[config.mk]
export PLATFORM = sky130hd
export DESIGN_NAME = conv_seq_ctrl_flat
export DESIGN_NICKNAME = d
export VERILOG_FILES = /design/src/rtl/conv_pkg.sv /design/src/rtl/conv_seq_ctrl_if.sv /design/src/rtl/conv_win_addr.sv /design/src/rtl/conv_seq_ctrl.sv /design/src/flat_wrapper.sv
export SDC_FILE = /design/constraint.sdc
export NUM_CORES = 1
export LEC_CHECK = 0
export CORE_ASPECT_RATIO = 1.75
export CORE_MARGIN = 3
export CORE_UTILIZATION = 49
export DETAILED_ROUTE_END_ITERATION = 8
export PLACE_DENSITY_LB_ADDON = 0.08
export SLEW_MARGIN = 20
export SYNTH_ARGS = -nofsm -noshare
export SYNTH_HDL_FRONTEND = slang
export SYNTH_SLANG_ARGS = --single-unit
[constraint.sdc]
create_clock -name clk -period 5.01 [get_ports clk]
set_input_delay 0.7515 -clock clk [delete_from_list [all_inputs] [get_ports clk]]
set_output_delay 0.7515 -clock clk [all_outputs]
set_load 0.02 [all_outputs]
[src/rtl/conv_pkg.sv]
// Shared definitions for the layer-0 convolution / layer-1 max-pool sequencer:
// sequencer states, memory select codes, image geometry and the 3x3 window
// offset table (tap k -> dy = k/3-1, dx = k%3-1).
package conv_pkg;

   localparam int IMG_W  = 64;
   localparam int POOL_W = IMG_W / 2;

   localparam logic [2:0] CSEL_NONE = 3'b000;
   localparam logic [2:0] CSEL_L0   = 3'b001;
   localparam logic [2:0] CSEL_L1   = 3'b011;

   typedef enum logic [2:0] {
      S_IDLE,
      S_CONV,
      S_WB0,
      S_POOL,
      S_WB1,
      S_DONE
   } state_t;

   localparam int DY_TAB [0:8] = '{-1, -1, -1, 0, 0, 0, 1, 1, 1};
   localparam int DX_TAB [0:8] = '{-1, 0, 1, -1, 0, 1, -1, 0, 1};

endpackage

[src/rtl/conv_seq_ctrl_if.sv]
// Host/datapath/memory bundle of the convolution sequencer.
//   ready                         host start request (slave -> master)
//   busy                          job in progress
//   iaddr, tap_idx                image read address / kernel tap 0..8
//   mac_clr, mac_en, mac_pad      accumulator controls
//   pool_ld, pool_en, wb_sel      max register controls / write data source
//   cwr, caddr_wr, crd, caddr_rd  memory write/read strobes and addresses
//   csel                          memory select (001 layer-0, 011 layer-1)
interface conv_seq_ctrl_if #(
   parameter int ADDR_W = 12
) ();

   logic              ready;
   logic              busy;
   logic [ADDR_W-1:0] iaddr;
   logic [3:0]        tap_idx;
   logic              mac_clr;
   logic              mac_en;
   logic              mac_pad;
   logic              pool_ld;
   logic              pool_en;
   logic              wb_sel;
   logic              cwr;
   logic [ADDR_W-1:0] caddr_wr;
   logic              crd;
   logic [ADDR_W-1:0] caddr_rd;
   logic [2:0]        csel;

   modport master (
      input  ready,
      output busy, iaddr, tap_idx, mac_clr, mac_en, mac_pad,
             pool_ld, pool_en, wb_sel, cwr, caddr_wr, crd, caddr_rd, csel
   );

   modport slave (
      output ready,
      input  busy, iaddr, tap_idx, mac_clr, mac_en, mac_pad,
             pool_ld, pool_en, wb_sel, cwr, caddr_wr, crd, caddr_rd, csel
   );

endinterface

[src/rtl/conv_win_addr.sv]
// 3x3 window address generator (purely combinational).
//   row, col   centre pixel
//   tap        kernel tap 0..8 (values above 8 are treated as tap 0)
//   iaddr      (row+dy)*IMG + (col+dx), or 0 when the tap falls off the image
//   mac_pad    tap lies outside the image; datapath substitutes zero
module conv_win_addr #(
   parameter int ROW_W = 6,
   parameter int AW    = 12
) (
   input  logic [ROW_W-1:0] row,
   input  logic [ROW_W-1:0] col,
   input  logic [3:0]       tap,
   output logic [AW-1:0]    iaddr,
   output logic             mac_pad
);
   import conv_pkg::*;

   localparam int IMG = 1 << ROW_W;

   int kk;
   int rr;
   int cc;

   always_comb begin
      kk      = (tap > 4'd8) ? 0 : int'(tap);
      rr      = int'(row) + DY_TAB[kk];
      cc      = int'(col) + DX_TAB[kk];
      mac_pad = (rr < 0) || (rr >= IMG) || (cc < 0) || (cc >= IMG);
      iaddr   = '0;
      if (!mac_pad) begin
         iaddr = AW'(rr * IMG + cc);
      end
   end

endmodule

[src/rtl/conv_seq_ctrl.sv]
// Control sequencer for the conv (layer-0) / max-pool (layer-1) engine.
// Ports: clk, reset (synchronous, active-high), bus (master side of
// conv_seq_ctrl_if: ready in; busy, iaddr, tap_idx, mac_*, pool_*, wb_sel,
// cwr/caddr_wr, crd/caddr_rd, csel out).
// Per pixel: 9 CONV cycles (taps 0..8) then one WB0 write to layer-0.
// Per pooled output: 4 POOL reads of a 2x2 block then one WB1 write to layer-1.
// All outputs are decoded from registered state and counters only.
module conv_seq_ctrl #(
   parameter int IMG_W  = conv_pkg::IMG_W,
   parameter int ADDR_W = 12,
   parameter int POOL_W = conv_pkg::POOL_W
) (
   input  logic            clk,
   input  logic            reset,
   conv_seq_ctrl_if.master bus
);
   import conv_pkg::state_t, conv_pkg::S_IDLE, conv_pkg::S_CONV,
          conv_pkg::S_WB0, conv_pkg::S_POOL, conv_pkg::S_WB1, conv_pkg::S_DONE,
          conv_pkg::CSEL_NONE, conv_pkg::CSEL_L0, conv_pkg::CSEL_L1;

   localparam int CW  = $clog2(IMG_W);
   localparam int PW  = $clog2(POOL_W * POOL_W);
   localparam int PCW = CW - 1;
   localparam logic [CW-1:0] LAST_RC = CW'(IMG_W - 1);
   localparam logic [PW-1:0] LAST_P  = PW'(POOL_W * POOL_W - 1);

   state_t            state_q, state_d;
   logic [CW-1:0]     row_q, row_d;
   logic [CW-1:0]     col_q, col_d;
   logic [3:0]        tap_q, tap_d;
   logic [PW-1:0]     pool_q, pool_d;
   logic [1:0]        sub_q, sub_d;
   logic [ADDR_W-1:0] win_addr;
   logic              win_pad;

   conv_win_addr #(
      .ROW_W (CW),
      .AW    (ADDR_W)
   ) u_win (
      .row     (row_q),
      .col     (col_q),
      .tap     (tap_q),
      .iaddr   (win_addr),
      .mac_pad (win_pad)
   );

   always_ff @(posedge clk) begin
      if (reset) begin
         state_q <= S_IDLE;
         row_q   <= '0;
         col_q   <= '0;
         tap_q   <= '0;
         pool_q  <= '0;
         sub_q   <= '0;
      end else begin
         state_q <= state_d;
         row_q   <= row_d;
         col_q   <= col_d;
         tap_q   <= tap_d;
         pool_q  <= pool_d;
         sub_q   <= sub_d;
      end
   end

   always_comb begin
      state_d = state_q;
      row_d   = row_q;
      col_d   = col_q;
      tap_d   = tap_q;
      pool_d  = pool_q;
      sub_d   = sub_q;
      case (state_q)
         S_IDLE: begin
            if (bus.ready) begin
               state_d = S_CONV;
               row_d   = '0;
               col_d   = '0;
               tap_d   = '0;
               pool_d  = '0;
               sub_d   = '0;
            end
         end
         S_CONV: begin
            if (tap_q == 4'd8) begin
               state_d = S_WB0;
               tap_d   = '0;
            end else begin
               tap_d = tap_q + 4'd1;
            end
         end
         S_WB0: begin
            // Row-major raster: column wraps naturally, row steps on wrap.
            col_d = col_q + 1'b1;
            if (col_q == LAST_RC) begin
               row_d = row_q + 1'b1;
            end
            if ((row_q == LAST_RC) && (col_q == LAST_RC)) begin
               state_d = S_POOL;
               pool_d  = '0;
               sub_d   = '0;
            end else begin
               state_d = S_CONV;
            end
         end
         S_POOL: begin
            sub_d = sub_q + 2'd1;
            if (sub_q == 2'd3) begin
               state_d = S_WB1;
            end
         end
         S_WB1: begin
            if (pool_q == LAST_P) begin
               state_d = S_DONE;
            end else begin
               pool_d  = pool_q + 1'b1;
               state_d = S_POOL;
            end
         end
         S_DONE:  state_d = S_IDLE;
         default: state_d = S_IDLE;
      endcase
   end

   always_comb begin
      bus.busy     = 1'b0;
      bus.iaddr    = '0;
      bus.tap_idx  = '0;
      bus.mac_clr  = 1'b0;
      bus.mac_en   = 1'b0;
      bus.mac_pad  = 1'b0;
      bus.pool_ld  = 1'b0;
      bus.pool_en  = 1'b0;
      bus.wb_sel   = 1'b0;
      bus.cwr      = 1'b0;
      bus.caddr_wr = '0;
      bus.crd      = 1'b0;
      bus.caddr_rd = '0;
      bus.csel     = CSEL_NONE;
      case (state_q)
         S_CONV: begin
            bus.busy    = 1'b1;
            bus.iaddr   = win_addr;
            bus.mac_pad = win_pad;
            bus.mac_en  = 1'b1;
            bus.mac_clr = (tap_q == 4'd0);
            bus.tap_idx = tap_q;
         end
         S_WB0: begin
            bus.busy     = 1'b1;
            bus.cwr      = 1'b1;
            bus.csel     = CSEL_L0;
            bus.caddr_wr = ADDR_W'({row_q, col_q});
         end
         S_POOL: begin
            // {pr, j/2, pc, j%2} == (2*pr + j/2)*IMG_W + 2*pc + j%2
            bus.busy     = 1'b1;
            bus.crd      = 1'b1;
            bus.csel     = CSEL_L0;
            bus.caddr_rd = ADDR_W'({pool_q[PW-1:PCW], sub_q[1],
                                    pool_q[PCW-1:0], sub_q[0]});
            bus.pool_ld  = (sub_q == 2'd0);
            bus.pool_en  = (sub_q != 2'd0);
         end
         S_WB1: begin
            bus.busy     = 1'b1;
            bus.cwr      = 1'b1;
            bus.csel     = CSEL_L1;
            bus.wb_sel   = 1'b1;
            bus.caddr_wr = ADDR_W'(pool_q);
         end
         default: ;
      endcase
   end

endmodule

[src/flat_wrapper.sv]
// flat-port wrapper written by rule: the top's interface ports become plain ports
module conv_seq_ctrl_flat import conv_pkg::state_t, conv_pkg::S_IDLE, conv_pkg::S_CONV,
          conv_pkg::S_WB0, conv_pkg::S_POOL, conv_pkg::S_WB1, conv_pkg::S_DONE,
          conv_pkg::CSEL_NONE, conv_pkg::CSEL_L0, conv_pkg::CSEL_L1;
#(
   parameter int IMG_W  = conv_pkg::IMG_W,
   parameter int ADDR_W = 12,
   parameter int POOL_W = conv_pkg::POOL_W
)
  (clk, reset, bus_ready, bus_busy, bus_iaddr, bus_tap_idx, bus_mac_clr, bus_mac_en, bus_mac_pad, bus_pool_ld, bus_pool_en, bus_wb_sel, bus_cwr, bus_caddr_wr, bus_crd, bus_caddr_rd, bus_csel);
  conv_seq_ctrl_if #(.ADDR_W(ADDR_W)) bus_i ();
  input  logic clk;
  input  logic reset;
  input wire logic [$bits(bus_i.ready)-1:0] bus_ready;
  output wire logic [$bits(bus_i.busy)-1:0] bus_busy;
  output wire logic [$bits(bus_i.iaddr)-1:0] bus_iaddr;
  output wire logic [$bits(bus_i.tap_idx)-1:0] bus_tap_idx;
  output wire logic [$bits(bus_i.mac_clr)-1:0] bus_mac_clr;
  output wire logic [$bits(bus_i.mac_en)-1:0] bus_mac_en;
  output wire logic [$bits(bus_i.mac_pad)-1:0] bus_mac_pad;
  output wire logic [$bits(bus_i.pool_ld)-1:0] bus_pool_ld;
  output wire logic [$bits(bus_i.pool_en)-1:0] bus_pool_en;
  output wire logic [$bits(bus_i.wb_sel)-1:0] bus_wb_sel;
  output wire logic [$bits(bus_i.cwr)-1:0] bus_cwr;
  output wire logic [$bits(bus_i.caddr_wr)-1:0] bus_caddr_wr;
  output wire logic [$bits(bus_i.crd)-1:0] bus_crd;
  output wire logic [$bits(bus_i.caddr_rd)-1:0] bus_caddr_rd;
  output wire logic [$bits(bus_i.csel)-1:0] bus_csel;
  assign bus_i.ready = bus_ready;
  assign bus_busy = bus_i.busy;
  assign bus_iaddr = bus_i.iaddr;
  assign bus_tap_idx = bus_i.tap_idx;
  assign bus_mac_clr = bus_i.mac_clr;
  assign bus_mac_en = bus_i.mac_en;
  assign bus_mac_pad = bus_i.mac_pad;
  assign bus_pool_ld = bus_i.pool_ld;
  assign bus_pool_en = bus_i.pool_en;
  assign bus_wb_sel = bus_i.wb_sel;
  assign bus_cwr = bus_i.cwr;
  assign bus_caddr_wr = bus_i.caddr_wr;
  assign bus_crd = bus_i.crd;
  assign bus_caddr_rd = bus_i.caddr_rd;
  assign bus_csel = bus_i.csel;
  conv_seq_ctrl #(.IMG_W(IMG_W), .ADDR_W(ADDR_W), .POOL_W(POOL_W)) u_core (.clk(clk), .reset(reset), .bus(bus_i));
endmodule
Word-level counts from Yosys, hierarchy flattened
Memories as Yosys holds them, arrays and structs flattened.
Index checks and enable logic that the tools add are counted.
{"block": "word_totals", "wordCells": 99, "romBits": 1024, "mem_count": 2, "in_bits": 3, "ff_bits": 31}
{"block": "op_classes", "n_eq_ne": 15, "n_addsub": 8, "magnitude_cmp": 6, "bitwise": 1, "n_reduce_logical": 21, "n_mux": 40}
{"name": "(name not given)", "words": 16, "width": 32, "read_ports": 1, "rd_clocked_by_memory_dff": 0, "wr": 0, "line": "conv_win_addr.sv:27", "rtl": "cc = int'(col) + DX_TAB[kk];"}
{"name": "(name not given)", "words": 16, "width": 32, "read_ports": 1, "rd_clocked_by_memory_dff": 0, "wr": 0, "line": "conv_win_addr.sv:26", "rtl": "rr = int'(row) + DY_TAB[kk];"}
{"cell": "$mux 32", "count": 4}
{"cell": "$add 7x32->32", "count": 2}
{"cell": "$ge 32x8->1 const B", "count": 2}
{"cell": "$lt 32x1->1 const B", "count": 2}
{"cell": "$mux 12", "count": 3}
{"cell": "$ge 32x5->1 const B", "count": 1}
{"cell": "$not 4->32", "count": 1}
{"cell": "$mux 10", "count": 3}
{"cell": "$pmux 10 s3", "count": 1}
{"cell": "$pmux 12 s2", "count": 1}
{"cell": "$pmux 6 s2", "count": 2}
{"cell": "$mux 4", "count": 4}
{"cell": "$pmux 3 s5", "count": 1}
{"cell": "$add 12x12->12", "count": 1}
{"cell": "$add 6x1->6 const B", "count": 2}
{"cell": "$eq 6x6->1 const B", "count": 2}
{"cell": "$mux 3", "count": 4}
{"cell": "$mux 6", "count": 2}
{"cell": "$add 10x1->10 const B", "count": 1}
{"cell": "$eq 10x10->1 const B", "count": 1}
{"cell": "$mux 1", "count": 9}
{"cell": "$reduce_and 3->1", "count": 3}
{"cell": "$ne 2x1->1 const B", "count": 4}
{"cell": "$pmux 4 s2", "count": 1}
{"cell": "23 further kinds", "count": 34}

Longest topological paths before layout
Gate-level depths: netlist of the first run.
{"block": "depth", "word_depth": 13, "ltp_mapped": 25}

Hierarchy
A second synthesis of the first run with hierarchy kept.
{"block": "unflattened", "cells_unflattened": 456, "hier_area_um2": 3480.8}
{"mod": "conv_seq_ctrl", "cells_each": 282, "seq_area_each_um2": 620.6, "instances": 1, "area_per_inst_um2": 2135.8}
{"mod": "conv_win_addr", "cells_each": 174, "seq_area_each_um2": 0.0, "instances": 1, "area_per_inst_um2": 1345.0}

Worst setup path after synthesis of the first run
OpenSTA, ideal clock, no wires.
{"block": "synth_path", "path_type": "flip-flop to output port", "from": "register u_core.tap_q[3]", "to": "output bus_iaddr[10]", "path_slack_ns": -0.218, "t_required_ns": 4.259, "arrival_ns": 4.477, "path_stages_with_launch": 21, "path_cell_list": "dfxtp_1 -> clkbuf_1 -> nand2b_1 -> inv_1 -> ha_1 -> nand2_1 -> a21oi_4 -> inv_1 -> fa_1 -> nor2b_1 -> o31a_1 -> o31a_1 -> inv_1 -> ha_1 -> inv_1 -> ha_1 -> fa_1 -> a21o_1 -> a21oi_1 -> xnor2_1 -> and3_1"}
{"block": "synth_between", "elab_chain_cells": 13, "elab_cells_between_ends": 21, "classes_between": "add/sub (3); order compare (5); mux (7); bitwise (1); reduce/logical (3); memory (2)"}
{"item": "from (decl)", "line": "conv_seq_ctrl.sv:30", "rtl": "logic [3:0] tap_q, tap_d;"}
{"item": "from (signal assigned)", "line": "conv_seq_ctrl.sv:59", "rtl": "tap_q <= tap_d;"}
{"item": "$gt 4x4->1", "line": "conv_win_addr.sv:25", "rtl": "kk = (tap > 4'd8) ? 0 : int'(tap);"}
{"item": "$mux 4 *", "line": "conv_win_addr.sv:25"}
{"item": "$not 4->32 (implied by the code) *", "line": "conv_win_addr.sv:26, conv_win_addr.sv:27"}
{"item": "$mem_v2 16x32"}
{"item": "$mux 32 (implied by the code) (2 in a row)", "line": "conv_win_addr.sv:26"}
{"item": "$add 7x32->32", "line": "conv_win_addr.sv:26"}
{"item": "$lt 32x1->1 / $ge 32x8->1 (equally long branches)", "line": "conv_win_addr.sv:28", "rtl": "mac_pad = (rr < 0) || (rr >= IMG) || (cc < 0) || (cc >= IMG);"}
{"item": "$logic_or 1x1->1 (3 in a row)", "line": "conv_win_addr.sv:28"}
{"item": "$mux 12 *", "line": "conv_win_addr.sv:30", "rtl": "if (!mac_pad) begin"}
{"item": "$mux 12 *", "line": "conv_seq_ctrl.sv:139", "rtl": "case (state_q)"}
{"item": "to (decl)", "line": "flat_wrapper.sv:16", "rtl": "output wire logic [$bits(bus_i.iaddr)-1:0] bus_iaddr;"}
Every way passes the cells marked *; elsewhere a longest branch is shown, timed or not. The select of a mux whose other input is x is not followed.

Worst setup path in the final report of the first run
{"block": "layout_path", "from": "register u_core.tap_q[0]", "to": "output bus_iaddr[1]"}
Same word-level chain as after synthesis.

==> results of run 1 <==
## cell usage after synthesis, types with 2 or more instances
cell | n | share of area [%]
buf_4 | 3 | 0.68
nor4bb_1 | 2 | 0.61
buf_2 | 5 | 0.76
nand4b_1 | 2 | 0.53
o21ai_0 | 17 | 2.6
nand3_1 | 11 | 1.7
nor4b_1 | 2 | 0.53
a2111oi_4 | 2 | 1.7
a21o_1 | 5 | 1.1
ha_1 | 43 | 16
a22oi_1 | 4 | 0.91
xnor2_1 | 13 | 3.4
a22o_1 | 9 | 2.4
nor3b_1 | 2 | 0.45
nand2_1 | 41 | 4.7
and3_1 | 16 | 3.0
o21a_1 | 3 | 0.68
nand4_1 | 8 | 1.5
o41ai_1 | 2 | 0.53
fa_1 | 2 | 1.2
nor2_1 | 52 | 5.9
o31a_1 | 2 | 0.53
and2_1 | 17 | 3.2
a31o_2 | 3 | 0.80
nand2b_1 | 5 | 0.95
a21oi_1 | 19 | 2.9
nor2b_1 | 3 | 0.57
inv_1 | 22 | 2.5
a211oi_1 | 3 | 0.68
dfxtp_1 | 31 | 19
a31oi_1 | 2 | 0.38
clkbuf_1 | 14 | 1.6
nor3_1 | 10 | 1.5
xor2_1 | 13 | 3.4
nor4_1 | 7 | 1.3
o221ai_1 | 2 | 0.53
buf_1 | 2 | 0.23
## where the power goes
part,total [W],internal [W],switching (W)
combinational,0.000333,0.000160,0.000173
clock,0.000291,0.000183,0.000108
sequential,0.000262,0.000252,0.0000101
total,0.000886,0.000594,0.000291
## state kept, by name, indices dropped and copies added, names as in the netlist
signal          flops
u_core.col_q        6
u_core.pool_q      10
u_core.row_q        6
u_core.state_q      3
u_core.sub_q        2
u_core.tap_q        4
## metal layers
| layer | vias up | global-route usage [%] |
|---|---|---|
| li1 | 1721 | - |
| met4 | 0 | 16.33 |
| met2 | 100 | 53.87 |
| met5 | - | 0 |
| met1 | 1646 | 26.35 |
| met3 | 33 | 3.340 |
## placed cells by master (no fill, tap or decap), types with 3 or more instances in the layout
cell and instances:
inv_2 7, nand2_4 4, nand2_1 36, ha_1 32, and3_4 4, dfxtp_2 3, ha_2 3, nor2_1 50
a21o_1 5, dfxtp_1 28, ha_4 8, o21ai_1 4, nand2b_1 5, a22o_1 9, and2_1 17, a31o_2 3
o21a_1 3, clkdlybuf4s50_1 40, and3_1 12, inv_1 15, nor4_2 3, nand3_1 11, o21ai_0 14, buf_4 62
nand4_1 8, a211oi_1 3, xnor2_1 13, a22oi_1 4, nor3_1 10, clkbuf_16 5, xor2_1 13, a21oi_1 17
buf_6 11, nor4_1 4
## area by class of cell
cell class              count  area, um2
multi-input cells         351       2718
inverters                  23      88.84
repair buffers            114       1010
fillers                   546       1858
flip-flops and latches     31      624.3
clock inverters             1      5.005
clock buffers               7      132.6
well taps                  82      102.6
## metrics by stage
step           total power, W  hold WS, ns  setup TNS (ns)  util [%]
2_1_floorplan       0.0004320       0.4663        -0.01058         -
3_3_place_gp        0.0005322       0.4881          -2.917     64.39
3_5_place_dp        0.0005397       0.5002          -4.544     64.39
4_1_cts             0.0008730       0.5081               0     69.90
5_1_grt             0.0009300       0.5306          -3.983     71.58
6_report            0.0008858       0.5035          -1.847     71.58
## worst max path at each step
| stage | to | cells after the start | start | slack, ns |
|---|---|---|---|---|
| after global placement | bus_iaddr[11] | 23 | u_core.tap_q[1] | -0.36 |
| after detailed placement | bus_iaddr[11] | 23 | u_core.tap_q[1] | -0.49 |
| after CTS | bus_iaddr[1] | 23 | u_core.tap_q[1] | 0.001 |
| final | bus_iaddr[1] | 24 | u_core.tap_q[0] | -0.16 |
| after global routing | bus_iaddr[1] | 24 | u_core.tap_q[0] | -0.34 |
| after floorplan | bus_iaddr[10] | 22 | u_core.tap_q[1] | -0.01 |
## repair_timing
| item | in CTS | in global routing |
|---|---|---|
| endpoints found under the setup margin | 13 | 13 |
| buffers inserted | 7 | 5 |
| hold endpoints to repair | 0 | 0 |
| gates resized for setup | 100 | 26 |
| hold buffers | 0 | 0 |
| pin swaps | 20 | 22 |
## cell families after synthesis
group	count (synthesis)	synth area share, %
buffers and inverters	48	6.210
AND/OR/NAND/NOR	188	29.72
XOR/XNOR	26	6.891
flip-flops	31	18.78
adder cells (fa/ha/maj)	45	17.49
other	1	0.1135
multiplexers	1	0.3029
AO/OA/AOI/OAI	90	20.49
==> summary.md, run 1 <==
| Metric | Value |
|---|---|
| Initial antenna violation count | `0` |
| Area delta synth->final | `41.65%` |
| Fin. max-slew vios | `0` |
| Initial DRC Count | `182` |
| WP data required | `4.26 ns` |
| First-pass GRT wire length | `16740 um` |
| Crit-path slowest cell | `fa_2` |
| Kind of end point of the critical path | `output port` |
| Antenna diodes | `0` |
| Remaining DRCs | `0` |
| Clk slew on worst S/H paths | `0.05 ns` |
| First drt pass iteration count | `4` |
| Mapped Nets | `478` |
| EDFF count, synth | `0` |
| WHS Endpoint | `u_core.sub_q[0]` |
| Worst hold path cell count | `1` |
| Finished layout cell area | `4681 um2` |
| Hold Violations, Final | `0` |
| Worst R2R Start | `u_core.row_q[2]` |
| Sequential-to-total area share from yosys stat | `18.78%` |
| DR WL met3 | `305 um` |
| Detailed Place HPWL | `7644 um` |
| Worst Slack Setup Final | `-0.1636 ns` |
| Starting density of the core | `50.54%` |
| # setup viols final | `13` |
| Mapped Avg Cell Area | `7.685 um2` |
| Share of cells above drive strength 1 | `26.19%` |
| Clock skew | `0.005803 ns` |
| Core outline area | `6539 um2` |
| Minimum clock period | `5.174 ns` |
| Total die area | `7804 um2` |
| R2R Path End | `u_core.pool_q[7]` |
| Seq cells post-synth | `31` |
| ANT nets after route | `0` |
| Die Width | `68.08 um` |
| Pwr dens | `189.3 nW/um2` |
| DR vias/cell | `5.747` |
| Mapped Cells | `430` |
| Longest Clk Path Bufs | `2` |
| Startpoint Class | `flip-flop` |
| Pin count of the biggest net entering global routing | `21` |
| Io pins | `55` |
| # rows | `39` |
| CTS tree | `done` |
| CTS H-tree depth | `2` |
| Cells on worst reg2reg path | `5` |
| Post-Route M1 WL | `3513 um` |
| Max-Cap Viols | `0` |
| Fraction of registers with async set/reset | `0%` |
| Vias in the first global route | `3597` |
| CTS Sinks | `31` |
| Synth unique cells | `68` |
| Uppermost layer routed | `met4` |
| Nets | `574` |
| IO buf count | `53` |
| Worst-margin pin slew | `0.7843 ns` |
| Final Cycle Share | `103.3%` |
| Ys flop type | `dfxtp_1` |
| Critical Path Fanout Max | `6` |
| Place WS | `-0.4928 ns` |
| Dpl cell area | `4210 um2` |
| Worst skew pair latency | `0.28 ns` |
| Die Ht | `114.6 um` |
| TritonCTS buffer count | `5` |
| Total track usage | `27.94%` |
| Met2 WL | `5792 um` |
| Outcome | `finished with violations` |
| Avg WL per Cell | `16.59 um` |
| CP arrival | `4.42 ns` |
| CTS root buffer | `clkbuf_16` |
| Slowest cell delay on critical path | `0.40 ns` |
| Failing checks | `setup timing` |
| Kind of critical path | `reg2out` |
| Crit path cell chain | `inv_2 -> ha_4 -> nand2b_4 -> nand2_4 -> nand2_4 -> ha_4 -> o22ai_4 -> a21oi_4 -> buf_12 -> inv_4 -> fa_2 -> nor2b_2 -> o31a_1 -> o31a_1 -> buf_6 -> nand2_4 -> ha_4 -> nand2_2 -> nor4_2 -> nand3_1 -> a2111oi_4 -> buf_4 -> nor3b_2 -> buf_4` |
| Final std cells w/o fill | `609` |
| Final wirelength | `10110 um` |
| RSZ-0062 raised after global routing | `yes` |
| CP bufs+invs | `6` |
| Hold wc startpoint | `u_core.sub_q[0]` |
| Reg2Reg Setup Slack | `2.60 ns` |
| Placed cell count | `589` |
| Vias | `3500` |
| Maximum vdd drop | `106.1 uV` |
| Hold Crit Class | `reg2reg` |
| Synth warnings | `0` |
| Slew headroom | `47.55%` |
| Max Freq | `193.3 MHz` |
| Mapped cell area | `3304 um2` |
| CP delay by family, top | `adder cells` |
| GRT Residual Overflow | `0` |
| Lkg Pwr | `1.910 nW` |
| Final GP Congestion | `0.9479` |
No activity file was read; power rests on OpenSTA's default activity.
==> inputs of run 2 (changes only) <==
--- a/config.mk
+++ b/config.mk
@@ -5,9 +5,10 @@
 export SDC_FILE = /design/constraint.sdc
 export NUM_CORES = 1
 export LEC_CHECK = 0
+export ABC_AREA = 1
 export CORE_ASPECT_RATIO = 1.75
 export CORE_MARGIN = 3
-export CORE_UTILIZATION = 49
+export CORE_UTILIZATION = 51
 export DETAILED_ROUTE_END_ITERATION = 8
 export PLACE_DENSITY_LB_ADDON = 0.08
 export SLEW_MARGIN = 20
==> constraint.sdc (replaced) <==
create_clock -name clk -period 6.1 [get_ports clk]
set_input_delay 0.915 -clock clk [delete_from_list [all_inputs] [get_ports clk]]
set_output_delay 0.915 -clock clk [all_outputs]
set_load 0.02 [all_outputs]
==> run 2 against run 1 <==
- the flow now finishes without violations
- sequential cell count did not move
- final cell count up 8.2%
- critical path type unchanged
- first-iteration DRC count down 21%
- total power rose by 58%
- final area down 12%
- clock skew shrank 0.0011 ns
- largest cell class unchanged
- global-route usage decreased by 1.7 points
- non-clock buffer count is 60 lower
==> summary.md, run 2 <==
| Metric | Value |
|---|---|
| Outcome | `complete, no violations` |
| Fraction of registers with async set/reset | `0% (unchanged)` |
| Hold Crit Class | `reg2reg` |
| Fin. max-slew vios | `0 (unchanged)` |
| Startpoint Class | `flip-flop` |
| Worst hold path cell count | `2 (+1)` |
| Ys flop type | `dfxtp_1` |
| First drt pass iteration count | `5 (+1)` |
| Max Freq | `174.2 MHz` |
| Most common cell after layout, fill and taps aside | `nand2_1` |
| Synth unique cells | `45 (-34%)` |
| R2R Path End | `u_core.pool_q[9]` |
| Lkg Pwr | `1.904 nW (-0.28%)` |
| Top flop regs | `u_core.pool_q (10), u_core.col_q (6), u_core.row_q (6)` |
| Leading cell types in the layout, fill and taps excluded | `113 x nand2_1, 79 x inv_1, 58 x nor2_1, 41 x clkdlybuf4s50_1, 40 x ha_1` |
| First-pass GRT wire length | `15560 um (-7.0%)` |
| Clk pwr share | `11.5% (-21 points)` |
| Mapped cell area | `3379 um2 (+2.3%)` |
| EDFF count, synth | `0 (unchanged)` |
| Final GP Congestion | `0.9406 (-0.77%)` |
| Placed cell count | `651 (+11%)` |
| Reg power frac | `17.2% (-12 points)` |
| Final wirelength | `9618 um (-4.8%)` |
| CP bufs+invs | `4 (-2)` |
| CTS root buffer | `clkbuf_8` |
| GRT Residual Overflow | `0 (unchanged)` |
| # setup viols final | `0 (-13)` |
| Die Width | `67.54 um (-0.79%)` |
| Final Cycle Share | `94.13%` |
| Detailed Place HPWL | `7547 um (-1.3%)` |
| Minimum clock period | `5.742 ns` |
| Longest Clk Path Bufs | `2 (unchanged)` |
| Most common library cells after synthesis | `113 x nand2_1, 79 x inv_1, 58 x nor2_1, 43 x ha_1, 35 x nand3_1` |
| Kind of end point of the critical path | `output port` |
| Final std cells w/o fill | `659 (+8.2%)` |
| Io pins | `55 (unchanged)` |
| Crit-path slowest cell | `clkdlybuf4s50_1` |
| Pin count of the biggest net entering global routing | `24 (+14%)` |
| Initial antenna violation count | `0 (unchanged)` |
| CP delay by family, top | `simple AND/OR/NAND/NOR gates` |
| ANT nets after route | `0 (unchanged)` |
| Cells on worst reg2reg path | `10 (+5)` |
| Worst-margin pin slew | `0.9355 ns (+0.1512 ns)` |
| DR vias/cell | `5.449 (-5.2%)` |
| Hold wc startpoint | `u_core.pool_q[9]` |
| Avg WL per Cell | `14.59 um (-12%)` |
| Max-Cap Viols | `0 (unchanged)` |
| Nets | `626 (+9.1%)` |
| Antenna diodes | `0 (unchanged)` |
| Mapped Cells | `527 (+23%)` |
| WP data required | `5.18 ns (+0.92 ns)` |
| Area contributors post-synth | `dfxtp_1 18%, ha_1 16%, nand2_1 13%` |
| Pwr dens | `338.8 nW/um2 (+79%)` |
| Remaining DRCs | `0 (unchanged)` |
| Hold Violations, Final | `0 (unchanged)` |
| Psw | `0.0007438 W (+160%)` |
| CTS H-tree depth | `2 (unchanged)` |
| WHS Endpoint | `u_core.pool_q[9]` |
| Area delta synth->final | `21.92%` |
| CTS Sinks | `31 (unchanged)` |
| Max reg flops | `10 (unchanged)` |
| Kind of critical path | `reg2out` |
| Synth top area share | `18.36% (-0.42 points)` |
| Core outline area | `6324 um2 (-3.3%)` |
| Sequential-to-total area share from yosys stat | `18.36% (-0.42 points)` |
| Logic pwr share | `71.3% (+34 points)` |
| Reg2Reg Setup Slack | `3.61 ns (+1.01 ns)` |
| Synth warnings | `0 (unchanged)` |
| Top cell type by total area after synthesis | `dfxtp_1` |
| Mapped Nets | `575 (+20%)` |
| CTS tree | `done` |
| # Post-CTS Setup Buffers | `0 (-7)` |
| # rows | `38 (-2.6%)` |
| Cell with the most instances after synthesis | `nand2_1` |
| Total die area | `7678 um2 (-1.6%)` |
| Int Power | `0.0006523 W (+9.7%)` |
| Reg with most FFs | `u_core.pool_q` |
| Seq cells post-synth | `31 (unchanged)` |
| Total track usage | `26.22% (-1.7 points)` |
| CP arrival | `4.83 ns (+0.41 ns)` |
| Slew headroom | `37.44% (-10 points)` |
| Setup TNS | `0 ns (+1.847 ns)` |
| Worst skew pair latency | `0.29 ns (about the same)` |
| Vias | `3591 (+2.6%)` |
| Slowest cell delay on critical path | `0.53 ns (+0.13 ns)` |
| IO buf count | `53 (unchanged)` |
| RSZ-0062 raised after global routing | `no` |
| TritonCTS buffer count | `5 (unchanged)` |
| Initial DRC Count | `143 (-21%)` |
| Net Sw Frac | `53.28% (+20 points)` |
| Worst R2R Start | `u_core.pool_q[1]` |
| Share of cells above drive strength 1 | `10.02% (-16 points)` |
| Starting density of the core | `53.44% (+2.9 points)` |
| Mapped Avg Cell Area | `6.413 um2 (-17%)` |
| Maximum vdd drop | `271.1 uV (+160%)` |
| Critical Path Fanout Max | `23 (+17)` |
| Vias in the first global route | `3446 (-4.2%)` |
| Clk slew on worst S/H paths | `0.06 ns (about the same)` |
| Clock skew | `0.004727 ns (-0.001076 ns)` |
| Die Ht | `113.7 um (-0.83%)` |
==> run 2: cell types whose count changed in the layout (fill, tap and decap cells not counted), moves of 12 or more <==
cell / delta
a21oi_1: +13
and2_1: -17
and3_1: -12
buf_4: -61
inv_1: +64
nand2_1: +77
nand3_1: +24
nor2_2: +13
==> run 2: logic make-up (layout without fill, tap and decap cells) <==
| logic type | after synthesis | in the layout | synth area share [%] |
|---|---|---|---|
| xor gates and xnor gates | 15 | 15 | 3.888 |
| buffers and inverters | 102 | 154 | 11.92 |
| and+or+nand+nor | 260 | 260 | 35.99 |
| DFF | 31 | 31 | 18.36 |
| adders and majority gates | 45 | 45 | 17.10 |
| other | 1 | 1 | 0.1110 |
| AOI/OAI and AO/OA | 73 | 73 | 12.63 |
==> run 2: through the flow <==
step	setup WS (ns)	power, W	hold WS [ns]	util [%]	cell area (um2)
2_1_floorplan	1.080	0.0009635	0.4523	-	3379
3_3_place_gp	0.3554	0.001182	0.4674	62.62	3960
3_5_place_dp	0.2222	0.001197	0.4719	62.62	3960
4_1_cts	0.02324	0.001389	0.4822	64.70	4091
5_1_grt	0.02291	0.001543	0.5081	65.16	4120
6_report	0.3578	0.001396	0.4838	65.16	4120
==> run 2: how the worst max path moves through the flow <==
stage	startpoint	end	slack, ns	depth (start not counted)
5_1_grt	u_core.tap_q[0]	bus_mac_pad	0.02	25
3_3_place_gp	u_core.tap_q[0]	bus_iaddr[11]	0.36	25
4_1_cts	u_core.tap_q[0]	bus_iaddr[11]	0.02	27
6_report	u_core.tap_q[0]	bus_mac_pad	0.36	25
2_1_floorplan	u_core.tap_q[0]	bus_iaddr[11]	1.08	26
3_5_place_dp	u_core.tap_q[1]	bus_iaddr[11]	0.22	25
==> run 2: tightest hold or removal path, delay by kind of cell (launching register included) <==
kind / cells / cell delay (ns)
flip-flops: 1 / 0.32
AO/OA/AOI/OAI: 1 / 0.05
AND/OR/NAND/NOR: 1 / 0.06
==> run 2: layout make-up <==
cell class	instances	area (um2)
Multi-Input combinational cell	394	2412
Fill cell	572	2203
Sequential cell	31	620.6
Timing Repair Buffer	54	560.5
Inverter	92	345.3
Tap cell	80	100.1
Clock buffer	7	76.32
Clock inverter	1	5.005
==> run 2: what timing repair did <==
action	4_1_cts	5_1_grt
hold buffers	0	0
resized for setup	5	14
gates cloned	0	0
pin swaps	0	1
setup endpoints to repair	12	13
==> run 2: power by group through the flow <==
stage / sequential, W / combinational, W / clock (W)
after global routing: 0.000243 / 0.00113 / 0.000171
final: 0.000240 / 0.000995 / 0.000161
after floorplan: 0.000240 / 0.000723 / 0
after CTS: 0.000240 / 0.000984 / 0.000165
after detailed placement: 0.000245 / 0.000952 / 0
after global placement: 0.000243 / 0.000939 / 0
==> run 2: per-layer routing <==
metal | wire (um) | up-vias | GRT usage [%]
met5 | 0 | - | 0
met4 | 399 | 0 | 13.82
met3 | 360 | 28 | 2.956
met2 | 5285 | 111 | 49.90
met1 | 3572 | 1653 | 26.16
li1 | - | 1799 | -
